--- config.mk ---
export PLATFORM = sky130hd
export DESIGN_NAME = sram_ctrl
export DESIGN_NICKNAME = d
export VERILOG_FILES = /design/src/rtl/sram_ctrl.sv
export SDC_FILE = /design/constraint.sdc
export NUM_CORES = 1
export LEC_CHECK = 0
export ABC_AREA = 1
export BUFFER_PORTS_ARGS = -buffer_cell sky130_fd_sc_hd__buf_2
export CAP_MARGIN = 20
export CORE_ASPECT_RATIO = 0.9
export CORE_MARGIN = 5
export CORE_UTILIZATION = 52
export CTS_BUF_LIST = sky130_fd_sc_hd__clkbuf_2
export DETAILED_ROUTE_END_ITERATION = 16
export PLACE_DENSITY = 0.94
export SLEW_MARGIN = 30
export SYNTH_ARGS = -nofsm -noshare
export SYNTH_HDL_FRONTEND = slang
export SYNTH_SLANG_ARGS = --single-unit
export TNS_END_PERCENT = 30
--- constraint.sdc ---
create_clock -name Clk -period 4 [get_ports Clk]
set_input_delay 0.8 -clock Clk [delete_from_list [all_inputs] [get_ports Clk]]
set_output_delay 0.8 -clock Clk [all_outputs]
set_load 0.03 [all_outputs]
--- src/rtl/sram_ctrl.sv ---
// SRAM controller: runs one async-SRAM read or write per control-unit strobe.
// It also serves a memory-mapped I/O word at IO_ADDR (switch input, hex display output).
// Ports:
//   Clk, Reset (async, active-low)
//   Mem_OE/Mem_WE: active-low strobes. ADDR: word address. Data_to_mem: write data.
//   Switches: value returned by a read of IO_ADDR.
//   Data_from_mem: registered read data. Mem_Ready: one-cycle access-done pulse.
//   Hex_out: display register, written by a write to IO_ADDR.
//   SRAM_*: active-low SRAM controls, address, and data bus with its output enable.
module sram_ctrl #(
    parameter int          WAIT_CYCLES = 1,
    parameter logic [15:0] IO_ADDR     = 16'hFFFF
) (
    input  logic        Clk,
    input  logic        Reset,
    input  logic        Mem_OE,
    input  logic        Mem_WE,
    input  logic [15:0] ADDR,
    input  logic [15:0] Data_to_mem,
    input  logic [15:0] Switches,
    input  logic [15:0] SRAM_DQ_in,
    output logic [15:0] Data_from_mem,
    output logic        Mem_Ready,
    output logic [15:0] Hex_out,
    output logic [19:0] SRAM_ADDR,
    output logic        SRAM_CE_N,
    output logic        SRAM_OE_N,
    output logic        SRAM_WE_N,
    output logic        SRAM_UB_N,
    output logic        SRAM_LB_N,
    output logic [15:0] SRAM_DQ_out,
    output logic        SRAM_DQ_oe
);

    localparam int CW = (WAIT_CYCLES > 0) ? $clog2(WAIT_CYCLES + 1) : 1;
    localparam logic [CW-1:0] CNT_INIT = CW'(WAIT_CYCLES);

    typedef enum logic [2:0] {
        IDLE,
        RD,
        WR_SETUP,
        WR_PULSE,
        WR_HOLD,
        DONE,
        RELEASE
    } state_e;

    state_e         state_q, state_d;
    logic [15:0]    addr_q, addr_d;
    logic [15:0]    wdata_q, wdata_d;
    logic [15:0]    rdata_q, rdata_d;
    logic [15:0]    hex_q, hex_d;
    logic [CW-1:0]  cnt_q, cnt_d;

    always_ff @(posedge Clk or negedge Reset) begin
        if (!Reset) begin
            state_q <= IDLE;
            addr_q  <= '0;
            wdata_q <= '0;
            rdata_q <= '0;
            hex_q   <= '0;
            cnt_q   <= '0;
        end else begin
            state_q <= state_d;
            addr_q  <= addr_d;
            wdata_q <= wdata_d;
            rdata_q <= rdata_d;
            hex_q   <= hex_d;
            cnt_q   <= cnt_d;
        end
    end

    always_comb begin
        state_d    = state_q;
        addr_d     = addr_q;
        wdata_d    = wdata_q;
        rdata_d    = rdata_q;
        hex_d      = hex_q;
        cnt_d      = cnt_q;
        Mem_Ready  = 1'b0;
        SRAM_CE_N  = 1'b1;
        SRAM_OE_N  = 1'b1;
        SRAM_WE_N  = 1'b1;
        SRAM_UB_N  = 1'b1;
        SRAM_LB_N  = 1'b1;
        SRAM_DQ_oe = 1'b0;

        unique case (state_q)
            IDLE: begin
                // Write wins when both strobes are low.
                // I/O accesses leave the SRAM address/data registers untouched.
                if (!Mem_WE) begin
                    if (ADDR == IO_ADDR) begin
                        hex_d   = Data_to_mem;
                        state_d = DONE;
                    end else begin
                        addr_d  = ADDR;
                        wdata_d = Data_to_mem;
                        state_d = WR_SETUP;
                    end
                end else if (!Mem_OE) begin
                    if (ADDR == IO_ADDR) begin
                        rdata_d = Switches;
                        state_d = DONE;
                    end else begin
                        addr_d  = ADDR;
                        cnt_d   = CNT_INIT;
                        state_d = RD;
                    end
                end
            end
            RD: begin
                SRAM_CE_N = 1'b0;
                SRAM_OE_N = 1'b0;
                SRAM_UB_N = 1'b0;
                SRAM_LB_N = 1'b0;
                if (cnt_q == '0) begin
                    rdata_d = SRAM_DQ_in;
                    state_d = DONE;
                end else begin
                    cnt_d = cnt_q - 1'b1;
                end
            end
            WR_SETUP: begin
                SRAM_CE_N  = 1'b0;
                SRAM_UB_N  = 1'b0;
                SRAM_LB_N  = 1'b0;
                SRAM_DQ_oe = 1'b1;
                cnt_d      = CNT_INIT;
                state_d    = WR_PULSE;
            end
            WR_PULSE: begin
                SRAM_CE_N  = 1'b0;
                SRAM_WE_N  = 1'b0;
                SRAM_UB_N  = 1'b0;
                SRAM_LB_N  = 1'b0;
                SRAM_DQ_oe = 1'b1;
                if (cnt_q == '0) begin
                    state_d = WR_HOLD;
                end else begin
                    cnt_d = cnt_q - 1'b1;
                end
            end
            WR_HOLD: begin
                SRAM_CE_N  = 1'b0;
                SRAM_UB_N  = 1'b0;
                SRAM_LB_N  = 1'b0;
                SRAM_DQ_oe = 1'b1;
                state_d    = DONE;
            end
            DONE: begin
                Mem_Ready = 1'b1;
                state_d   = RELEASE;
            end
            RELEASE: begin
                // Wait for both strobes high so a held strobe is one access.
                if (Mem_OE && Mem_WE) begin
                    state_d = IDLE;
                end
            end
            default: state_d = IDLE;
        endcase
    end

    assign Data_from_mem = rdata_q;
    assign Hex_out       = hex_q;
    assign SRAM_ADDR     = {4'b0, addr_q};
    assign SRAM_DQ_out   = wdata_q;

endmodule

==> results of run 1 <==
==> cells by family (layout without fill, tap and decap cells) <==
family,after synthesis,count (layout),share of synthesized area
other,1,4,0.001199
flip-flops,68,68,0.5440
buffers and inverters,64,198,0.1008
AO/OA/AOI/OAI,57,57,0.09600
AND/OR/NAND/NOR,189,189,0.2580
==> worst reg2reg max path, stage by stage, from the launching register on <==
cell and delay [ns]:
dfrtp_1 0.50, nor2_2 0.14, nand2_2 0.28, inv_4 0.28, nand2_2 0.11, nand2_4 0.10
inv_6 0.07, nand2_4 0.18, nand2_1 0.08, nand2_1 0.06
==> cells in the mapped netlist <==
library cell  instances  area, um^2
inv_6                 1       8.760
o22ai_1               1       6.260
inv_4                 2       12.51
a21o_1                1       7.510
o21ai_1              10       50.05
inv_2                 1       3.750
nand2_4               4       45.04
nor3_1                1       5.000
nand2_2               7       43.79
o21ai_0              40       200.2
nor2_1                7       26.28
dfrtp_1              68        1702
nand2_1             144       540.5
nor2_2                2       12.51
buf_2                 7       35.03
buf_6                 2       22.52
o21ai_4               1       16.27
conb_1                1       3.750
buf_4                11       82.58
nand3_1              21       105.1
inv_1                39       146.4
clkbuf_1              1       3.750
nand4_1               1       6.260
a21oi_1               4       20.02
nor2_4                2       22.52
==> registers in the layout, indices dropped and copies added (netlist names) <==
register	count
Data_from_mem	16
Hex_out	16
SRAM_DQ_out	16
addr_q	16
cnt_q	1
state_q	3
==> routing by layer <==
metal / vias to the layer above / track usage / share of wire
li1: 1432 / - / -
met1: 1304 / 0.2529 / 0.41
met2: 126 / 0.3517 / 0.48
met3: 18 / 0.05951 / 0.090
met4: 0 / 0.1093 / 0.022
met5: - / 0 / 0
==> cell type report <==
cell class              count  area [um^2]  share of cell area
clock inverters             7        90.09             0.02296
multi-input cells         250         1127              0.2873
flip-flops and latches     68         1702              0.4337
well taps                  70        87.58             0.02232
clock buffers               9        45.04             0.01148
inverters                  43        171.4             0.04369
repair buffers            139        700.7              0.1786
==> worst min path at each step <==
stage / endpoint / slack, ns / start / cells past startpoint
2_1_floorplan: cnt_q / 0.48 / cnt_q / 2
3_3_place_gp: Data_from_mem[8] / 0.45 / Data_from_mem[8] / 2
3_5_place_dp: Data_from_mem[13] / 0.46 / Data_from_mem[13] / 2
4_1_cts: state_q[2] / 0.47 / Reset / 1
5_1_grt: addr_q[0] / 0.29 / Reset / 1
6_report: Data_from_mem[10] / 0.28 / Reset / 1
==> cells in the final DEF (no fill, tap or decap), drive strengths merged <==
cell	instances
bufinv	2
o22ai	1
a21o	1
buf	139
o21ai	51
clkbuf	9
nor3	1
inv	44
nor2	11
dfrtp	68
a21oi	4
nand4	1
conb	4
nand2	155
nand3	21
clkinv	4
==> power by group through the flow <==
stage               Combinational, mW  Clock (mW)  Sequential [mW]
floorplan                       0.752           0             1.52
global placement                 1.53           0             1.08
detailed placement               1.58           0             1.10
CTS                              1.59       0.462             1.09
global route                     1.71       0.491             1.12
finish                           1.57       0.452             1.09
==> results by group, run 1 <==
Timing
  • Worst setup margin: about 1.2 ns
  • Final min period: ~2.8 ns
  • Slew Limit Fails: 0
  • Setup TNS: 0 ns
  • Fmax: 353.8 MHz
  • Final Hold Fails: 0
  • RSZ-0062 raised after global routing: no
  • Setup Skew: just over 0.02 ns
  • Tightest Pin Transition: 0.5661 ns
  • Finish-stage setup viols: 0
  • Crit share post-route: 0.7066
  • Final hold slack: between 0.2 and 0.3 ns
  • Relative slew slack: 0.6226

Yosys
  • Mapped Cells: about 380
  • Synth cell types: 25
  • Synth Area per Inst: 8.253 um^2
  • Synthesis-stage register bit count: 68
  • Warnings, synthesis: 0
  • Cell Area, Synth: 3128 um^2
  • Sequential area share after synthesis: 0.5440

Setup path
  • Reg-to-reg slack, setup: 2.15 ns
  • Worst path cell trace: nor2_2, nand2_2, inv_4, nor2_1, buf_2
  • Worst r2r dst: Data_from_mem[9]
  • WP data required: 3.20 ns
  • Crit path to: SRAM_UB_N
  • Largest delay share family, worst path: simple AND/OR/NAND/NOR gates
  • R2r startpoint: state_q[1]
  • Slowest stage cell on the critical path: dfrtp_1
  • CP Capture Type: output port
  • Buffers plus inverters on the worst setup path: 2
  • WS Path Type: reg -> out
  • Crit path launch: state_q[1]
  • Reg2Reg Depth: 9
  • CP Max Fanout: 20
  • Crit path depth: 5
  • Critical Path Source Type: flop
  • Max incr delay on CP: around 0.5 ns
  • Arr. time, crit path: 2.03 ns

Power and ir drop
  • Maximum VDD drop: ~350 uV
  • Int Power: between 1.5 and 2 mW
  • Power Dens Cells: just under 800 nW/um^2
  • Total power draw: 3.107 mW
  • Leak: about 2.4 nW
  • Switch Pwr: 1.544 mW
  • Comb pwr share: 0.505
  • Power share of the sequential group: 0.350
  • Clk pwr share: 0.146
  • Switching share of power: 0.4969

Floorplanning
  • I/O Pins: between 100 and 150
  • Core Region: ~5800 um^2
  • Die Y: between 80 and 90 um
  • Die Wd: ~90 um
  • Initial Utilization: 0.5432
  • Row count: 26
  • Die ar.: between 7000 and 8000 um^2

CTS
  • Latest clock arrival within the worst-skew pair: about 0.48 ns
  • Hold buffer count at CTS: 0
  • Num CTS Buffers: 9
  • CTS sink cnt: a little under 70
  • Post-CTS Setup Repair Bufs: 0
  • CTS tree: yes
  • Clock Tree Root: clkbuf_2
  • CTS resizes: 0
  • Clock-pin slew on the worst setup and hold paths: 0.20 ns
  • H-tree depth reported by CTS: 3
  • Max clock buf depth: 2

Route
  • Router iterations before antenna repair: 4
  • DR iter-0 viols: 93
  • DRC: 0
  • DR vias: about 2,900
  • Via density: 4.915
  • WL final: between 7000 and 8000 um
  • Routed length per placed instance: approximately 13 um
  • ANT nets after route: 0

Placement
  • Post-DP HPWL: 5887 um
  • Pre-CTS setup slack: between 1 and 1.5 ns
  • Area after DPL: ~3800 um^2
  • PortBufs: roughly 140
  • Post-Place Cells: 570
  • Routability congestion estimate: around 0.8

Final layout
  • Final Instance Area: 3924 um^2
  • Cell Count, Final, Fillers Out: 586
  • Layout cell share with drive strength beyond 1: 0.3372
  • Final Core Density: 0.6814
  • Area grow syn2layout: 25.44%
  • Nets: approximately 580
  • Antenna Cells: 0
  • Fillers: 481

Global route
  • Total GRT Usage: 0.2129
  • Pin count of the biggest net entering global routing: 46
  • Overflow after GRT: 0
  • Number of global-route vias before repair: around 3,000
  • Initial antenna violation count: 0
  • First-pass GRT wire length: approximately 13,000 um

Flow run
  • Max cap viols: 0

Status
  • Status: completed

Worst hold path
  • Hold Crit Class: in -> async
Power figures use the tool's default switching activity.
==> run 2, diff against run 1 <==
--- a/config.mk
+++ b/config.mk
@@ -5,15 +5,15 @@
 export SDC_FILE = /design/constraint.sdc
 export NUM_CORES = 1
 export LEC_CHECK = 0
-export ABC_AREA = 1
+export ABC_AREA = 0
 export BUFFER_PORTS_ARGS = -buffer_cell sky130_fd_sc_hd__buf_2
 export CAP_MARGIN = 20
 export CORE_ASPECT_RATIO = 0.9
 export CORE_MARGIN = 5
-export CORE_UTILIZATION = 52
+export CORE_UTILIZATION = 43
 export CTS_BUF_LIST = sky130_fd_sc_hd__clkbuf_2
 export DETAILED_ROUTE_END_ITERATION = 16
-export PLACE_DENSITY = 0.94
+export PLACE_DENSITY = 0.85
 export SLEW_MARGIN = 30
 export SYNTH_ARGS = -nofsm -noshare
 export SYNTH_HDL_FRONTEND = slang
==> constraint.sdc (replaced) <==
create_clock -name Clk -period 2.4 [get_ports Clk]
set_input_delay 0.48 -clock Clk [delete_from_list [all_inputs] [get_ports Clk]]
set_output_delay 0.48 -clock Clk [all_outputs]
set_load 0.03 [all_outputs]
==> results by group, run 2 <==
Yosys
  • Number of flops mapped to enable cells by yosys: 0 (unchanged)
  • Area share of the largest cell type after synthesis: 0.5636 (+0.01961)
  • Cell Area, Synth: 3019 um^2 (-3.5%)
  • Mapped Cells: 205 (-46%)
  • Largest cells by area after synthesis: dfrtp_1 (56%), mux2_2 (27%), mux2_4 (4.5%)
  • Post-synth ARST share: 1.000 (unchanged)
  • Top cells by count, synth: mux2_2 (72), dfrtp_1 (68), mux2_4 (9)
  • Synthesis-stage register bit count: 68 (unchanged)
  • Top-count cell post-synth: mux2_2
  • Dominant cell type by area after synthesis: dfrtp_1
  • Sequential area share after synthesis: 0.5636 (+0.01961)
  • Top FF cell, synth: dfrtp_1
  • Synth Area per Inst: 14.73 um^2 (+78%)
  • Synth cell types: 28 (+12%)
  • Warnings, synthesis: 0 (unchanged)

CTS
  • CTS sink cnt: 68 (unchanged)
  • Clock-pin slew on the worst setup and hold paths: 0.19 ns (about the same)
  • Num CTS Buffers: 9 (unchanged)
  • Latest clock arrival within the worst-skew pair: 0.47 ns (about the same)
  • Max clock buf depth: 2 (unchanged)
  • CTS tree: yes
  • Clock Tree Root: clkbuf_2
  • H-tree depth reported by CTS: 3 (unchanged)

Setup path
  • Max incr delay on CP: 0.51 ns (about the same)
  • Worst path cell trace: mux2_2, nor2_1, buf_2
  • Reg-to-reg slack, setup: 0.54 ns (-1.61 ns)
  • Critical Path Source Type: flop
  • CP Capture Type: output port
  • WS Path Type: reg -> out
  • Arr. time, crit path: 1.72 ns (-0.31 ns)
  • WP data required: 1.92 ns (-1.28 ns)
  • Slowest stage cell on the critical path: dfrtp_2
  • CP Max Fanout: 11 (-45%)

Flow run
  • Max cap viols: 0 (unchanged)

Floorplanning
  • Die Wd: 98.33 um (+7.2%)
  • Row count: 29 (+12%)
  • Initial Utilization: 0.4356 (-0.1076)
  • Core Region: 6930 um^2 (+20%)
  • Die Y: 89.50 um (+7.1%)
  • Die ar.: 8800 um^2 (+15%)
  • I/O Pins: 143 (unchanged)

Timing
  • Final min period: around 2.2 ns
  • Crit share post-route: 0.9172
  • Final Hold Fails: 0 (unchanged)
  • Tightest Pin Transition: 0.6556 ns (+0.08946 ns)
  • Setup TNS: 0 ns (unchanged)
  • Setup Skew: 0.02105 ns (+0.0008647 ns)
  • RSZ-0062 raised after global routing: no
  • Slew Limit Fails: 0 (unchanged)
  • Relative slew slack: 0.5589 (-0.06367)
  • Fmax: 454.3 MHz
  • Finish-stage setup viols: 0 (unchanged)

Final layout
  • Area grow syn2layout: 29.84%
  • Commonest non-fill, non-tap cells in the layout: buf_2 (138), mux2_2 (72), dfrtp_1 (65)
  • Nets: 419 (-28%)
  • Layout cell share with drive strength beyond 1: 0.6994 (+0.3622)
  • Leading cell type in the layout, fill and taps excluded: buf_2
  • Antenna Cells: 0 (unchanged)

Power and ir drop
  • Total power draw: 5.142 mW (+65%)
  • Clk pwr share: 0.124 (-0.022)
  • Int Power: 2.864 mW (+83%)
  • Leak: 1.995 nW (-15%)
  • Power Dens Cells: 1312 nW/um^2 (+66%)
  • Switch Pwr: 2.278 mW (+48%)
  • Maximum VDD drop: 606.1 uV (+73%)
  • Switching share of power: 0.4430 (-0.05394)
  • Comb pwr share: 0.513 (+0.008)
  • Power share of the sequential group: 0.363 (+0.013)

Route
  • Routed length per placed instance: 15.05 um (+13%)
  • Router iterations before antenna repair: 4 (unchanged)
  • DR vias: 2,162 (-25%)
  • ANT nets after route: 0 (unchanged)
  • DR iter-0 viols: 31 (-67%)
  • DRC: 0 (unchanged)
  • Via density: 4.815 (-2.0%)
  • WL final: 6758 um (-13%)

Placement
  • PortBufs: 138 (unchanged)
  • Routability congestion estimate: 0.7563 (-8.2%)
  • Post-DP HPWL: 5279 um (-10%)

Global route
  • Overflow after GRT: 0 (unchanged)
  • Initial antenna violation count: 0 (unchanged)
  • Number of global-route vias before repair: 2,279 (-24%)
  • Total GRT Usage: 0.1574 (-0.05542)
  • First-pass GRT wire length: 11,090 um (-17%)
  • Pin count of the biggest net entering global routing: 27 (-41%)

Status
  • Status: completed

Worst hold path
  • Hold Crit Class: in -> reg
==> run 2: changes by cell type after synthesis, moves of 3 or more <==
cell / before / now
buf_4: 11 / 6
mux2_2: 0 / 72
o21ai_0: 40 / 3
o21ai_1: 10 / 0
nor4_1: 0 / 3
nand4_1: 1 / 4
nand3_1: 21 / 1
mux2_4: 0 / 9
buf_2: 7 / 2
inv_1: 39 / 2
nand2_4: 4 / 0
nand2_2: 7 / 0
nand2_1: 144 / 7
==> run 2: final timing paths <==
| kind | startpoint | endpoint | cells after the start |
|---|---|---|---|
| setup / recovery | state_q[2] | SRAM_UB_N | 3 |
| hold / removal | Data_to_mem[10] | SRAM_DQ_out[10] | 2 |
| setup reg to reg | state_q[2] | Data_from_mem[12] | 6 |
| hold reg to reg | Data_from_mem[8] | Data_from_mem[8] | 1 |
| max in group asynchronous | Reset | Data_from_mem[11] | 3 |
| min in group asynchronous | Reset | SRAM_DQ_out[4] | 2 |
==> run 2: repair_timing <==
action                                  in CTS  in global routing
resized for setup                            1                  2
pin swaps                                    0                  0
hold buffers                                 1                  0
endpoints found under the setup margin       3                  3
setup buffers                                0                  1
hold endpoints to repair                    20                  0
==> run 2: metrics by stage <==
step / hold WS, ns / setup WS (ns) / instances / util / cell area, um^2
floorplan: 0.1844 / 0.05397 / 208 / - / 3030
global placement: 0.4635 / 0.2693 / 431 / 0.5465 / 3787
detailed placement: 0.4731 / 0.2323 / 431 / 0.5465 / 3787
CTS: 0.1729 / 0.03536 / 448 / 0.5642 / 3910
global route: 0.1544 / 0.02558 / 449 / 0.5656 / 3920
finish: 0.2315 / 0.1987 / 449 / 0.5656 / 3920
==> run 2: layer usage <==
| metal | wire [um] | global-route usage | share of wire |
|---|---|---|---|
| met5 | 0 | 0 | 0 |
| met4 | 51 | 0.03350 | 0.0075 |
| met3 | 647 | 0.06786 | 0.096 |
| met2 | 3277 | 0.2658 | 0.48 |
| met1 | 2782 | 0.1907 | 0.41 |
==> run 2: power groups by stage <==
| stage | clock [mW] | combinational, mW | sequential [mW] |
|---|---|---|---|
| after floorplan | 0 | 1.16 | 2.67 |
| after global routing | 0.734 | 2.81 | 1.93 |
| after global placement | 0 | 2.59 | 1.89 |
| after CTS | 0.678 | 2.64 | 1.89 |
| final | 0.638 | 2.64 | 1.87 |
| after detailed placement | 0 | 2.64 | 1.91 |
==> run 2: critical path: cells and delay by family (launching register included) <==
| kind | cells | cell delay (ns) |
|---|---|---|
| buffers and inverters | 1 | 0.22 |
| flip-flops | 1 | 0.51 |
| multiplexers | 1 | 0.40 |
| AND/OR/NAND/NOR | 1 | 0.14 |
==> run 2: kinds of logic (layout without fill, tap and decap cells) <==
logic type	Yosys count	count (layout)	share of synthesized area
buf+inv	17	165	0.04476
flops	68	68	0.5636
mux	81	81	0.3133
other cells	1	4	0.001242
simple gates	31	31	0.06175
compound gates	7	7	0.01533
==> run 2: area by class of cell <==
| class | instances | area (um^2) |
|---|---|---|
| tap | 93 | 116.4 |
| fill | 607 | 3010 |
| timing repair buffer | 147 | 785.8 |
| sequential | 68 | 1705 |
| clock inverter | 7 | 66.31 |
| clock buffer | 9 | 45.04 |
| multi-input combinational | 123 | 1194 |
| inverter | 2 | 7.507 |
==> run 3, diff against run 2 <==
--- a/config.mk
+++ b/config.mk
@@ -14,6 +14,7 @@
 export CTS_BUF_LIST = sky130_fd_sc_hd__clkbuf_2
 export DETAILED_ROUTE_END_ITERATION = 16
 export PLACE_DENSITY = 0.85
+export RECOVER_POWER = 25
 export SLEW_MARGIN = 30
 export SYNTH_ARGS = -nofsm -noshare
 export SYNTH_HDL_FRONTEND = slang
==> results by group, run 3 (synthesis results as in run 2) <==
Status
  • Status: completed

Route
  • DR iter-0 viols: 31 (unchanged)
  • ANT nets after route: 0 (unchanged)
  • DR vias: 2,162 (unchanged)
  • Router iterations before antenna repair: 4 (unchanged)
  • Routed length per placed instance: 15.06 um (about the same)
  • DRC: 0 (unchanged)
  • WL final: 6762 um (about the same)
  • Via density: 4.815 (unchanged)

Placement
  • Pre-CTS setup slack: 0.2323 ns (unchanged)
  • Post-DP HPWL: 5279 um (unchanged)
  • Routability congestion estimate: 0.7563 (unchanged)
  • PortBufs: 138 (unchanged)

Setup path
  • WP data required: 1.92 ns (about the same)
  • Slowest stage cell on the critical path: dfrtp_2
  • Max incr delay on CP: 0.51 ns (about the same)
  • Largest delay share family, worst path: flip-flops
  • CP Max Fanout: 11 (unchanged)
  • Worst path cell trace: mux2_2, nor2_1, buf_2
  • WS Path Type: reg -> out
  • Critical Path Source Type: flop
  • CP Capture Type: output port
  • Arr. time, crit path: 1.72 ns (about the same)
  • Buffers plus inverters on the worst setup path: 1 (unchanged)

Timing
  • Tightest Pin Transition: 1.179 ns (+0.5234 ns)
  • Finish-stage setup viols: 0 (unchanged)
  • Slew Limit Fails: 0 (unchanged)
  • Setup TNS: 0 ns (unchanged)
  • Fmax: 453.8 MHz (-0.10%)
  • Final min period: 2.204 ns (+0.002278 ns)
  • Relative slew slack: 0.2140 (-0.3449)
  • Worst setup margin: 0.1964 ns (-0.002278 ns)
  • Crit share post-route: 0.9182 (+0.0009492)
  • Final Hold Fails: 0 (unchanged)
  • RSZ-0062 raised after global routing: no
  • Setup Skew: 0.02105 ns (-0.0000004000 ns)

Final layout
  • Area grow syn2layout: 29.59%
  • Commonest non-fill, non-tap cells in the layout: buf_2 (136), mux2_2 (72), dfrtp_1 (65)
  • Nets: 419 (unchanged)
  • Footprint of the multi-input gates: 1194 um^2 (unchanged)
  • Reg area: 1705 um^2 (unchanged)
  • Fillers: 608 (+0.16%)
  • Layout cell share with drive strength beyond 1: 0.6938 (-0.005618)
  • Leading cell type in the layout, fill and taps excluded: buf_2
  • Antenna Cells: 0 (unchanged)

Power and ir drop
  • Leak: 1.988 nW (-0.34%)
  • Power Dens Cells: 1314 nW/um^2 (+0.17%)
  • Maximum VDD drop: 605.7 uV (about the same)
  • Clk pwr share: 0.124 (about the same)
  • Switch Pwr: 2.278 mW (about the same)
  • Int Power: 2.862 mW (about the same)
  • Switching share of power: 0.4432 (about the same)
  • Power share of the sequential group: 0.363 (about the same)
  • Comb pwr share: 0.513 (about the same)

Floorplanning
  • Initial Utilization: 0.4356 (unchanged)
  • Die Y: 89.50 um (unchanged)
  • Die ar.: 8800 um^2 (unchanged)
  • Core Region: 6930 um^2 (unchanged)
  • Die Wd: 98.33 um (unchanged)
  • Row count: 29 (unchanged)
  • I/O Pins: 143 (unchanged)

Flow run
  • Max cap viols: 0 (unchanged)

CTS
  • H-tree depth reported by CTS: 3 (unchanged)
  • Max clock buf depth: 2 (unchanged)
  • Num CTS Buffers: 9 (unchanged)
  • Clock-pin slew on the worst setup and hold paths: 0.19 ns (about the same)
  • CTS sink cnt: 68 (unchanged)
  • Clock Tree Root: clkbuf_2
  • Latest clock arrival within the worst-skew pair: 0.47 ns (about the same)
  • CTS tree: yes

Global route
  • Overflow after GRT: 0 (unchanged)
  • Initial antenna violation count: 0 (unchanged)
  • Pin count of the biggest net entering global routing: 27 (unchanged)
  • Total GRT Usage: 0.1574 (unchanged)
  • First-pass GRT wire length: 11,090 um (unchanged)
  • Number of global-route vias before repair: 2,279 (unchanged)

Worst hold path
  • Hold Crit Class: in -> reg
-- run 3: what timing repair did --
| action | in CTS | in global routing |
|---|---|---|
| buffers inserted | 0 | 1 |
| endpoints found under the hold margin | 20 | 0 |
| pin swaps | 0 | 0 |
| hold buffers | 1 | 0 |
| resized for setup | 1 | 2 |
| gates cloned | 0 | 0 |
| setup endpoints to repair | 3 | 3 |
-- run 3: final timing paths --
path / start / end / slack [ns] / cells past startpoint
min reg2reg: Data_from_mem[8] / Data_from_mem[8] / 0.52 / 1
max in group asynchronous: Reset / Data_from_mem[11] / 0.43 / 3
min in group asynchronous: Reset / SRAM_DQ_out[4] / 0.74 / 2
max: state_q[2] / SRAM_UB_N / 0.20 / 3
min: Data_to_mem[10] / SRAM_DQ_out[10] / 0.23 / 2
max reg2reg: state_q[2] / Data_from_mem[12] / 0.54 / 6
-- run 3: worst register-to-register path, stage by stage, from the launching register on --
cell	delay (ns)
dfrtp_2	0.52
nor3b_4	0.24
buf_4	0.20
inv_1	0.08
o22ai_2	0.19
buf_12	0.18
mux2_2	0.35
-- run 3: power groups by stage --
| stage | logic [mW] | registers (mW) | clock network (mW) |
|---|---|---|---|
| after CTS | 2.64 | 1.89 | 0.678 |
| after global routing | 2.81 | 1.93 | 0.734 |
| after global placement | 2.59 | 1.89 | 0 |
| after floorplan | 1.16 | 2.67 | 0 |
| final | 2.64 | 1.87 | 0.638 |
| after detailed placement | 2.64 | 1.91 | 0 |
-- run 3: routing by layer --
metal	part of all wire	global-route usage	vias to the layer above
li1	-	-	1023
met3	0.096	0.06786	5
met1	0.41	0.1907	1044
met2	0.48	0.2658	90
met4	0.0075	0.03350	0
met5	0	0	-
-- run 3: area by class of cell --
| class | count | share of cell area |
|---|---|---|
| Sequential cell | 68 | 0.4359 |
| Inverter | 2 | 0.001919 |
| Clock inverter | 7 | 0.01695 |
| Tap cell | 93 | 0.02974 |
| Clock buffer | 9 | 0.01151 |
| Multi-Input combinational cell | 123 | 0.3051 |
| Timing Repair Buffer | 147 | 0.1989 |
-- run 3: metrics by stage --
| stage | instance area (um^2) | util | instances | hold WS, ns | power (mW) |
|---|---|---|---|---|---|
| after floorplan | 3030 | - | 208 | 0.1844 | 3.835 |
| after global placement | 3787 | 0.5465 | 431 | 0.4635 | 4.480 |
| after detailed placement | 3787 | 0.5465 | 431 | 0.4731 | 4.551 |
| after CTS | 3910 | 0.5642 | 448 | 0.1729 | 5.208 |
| after global routing | 3913 | 0.5645 | 449 | 0.1544 | 5.471 |
| final | 3913 | 0.5645 | 449 | 0.2305 | 5.141 |
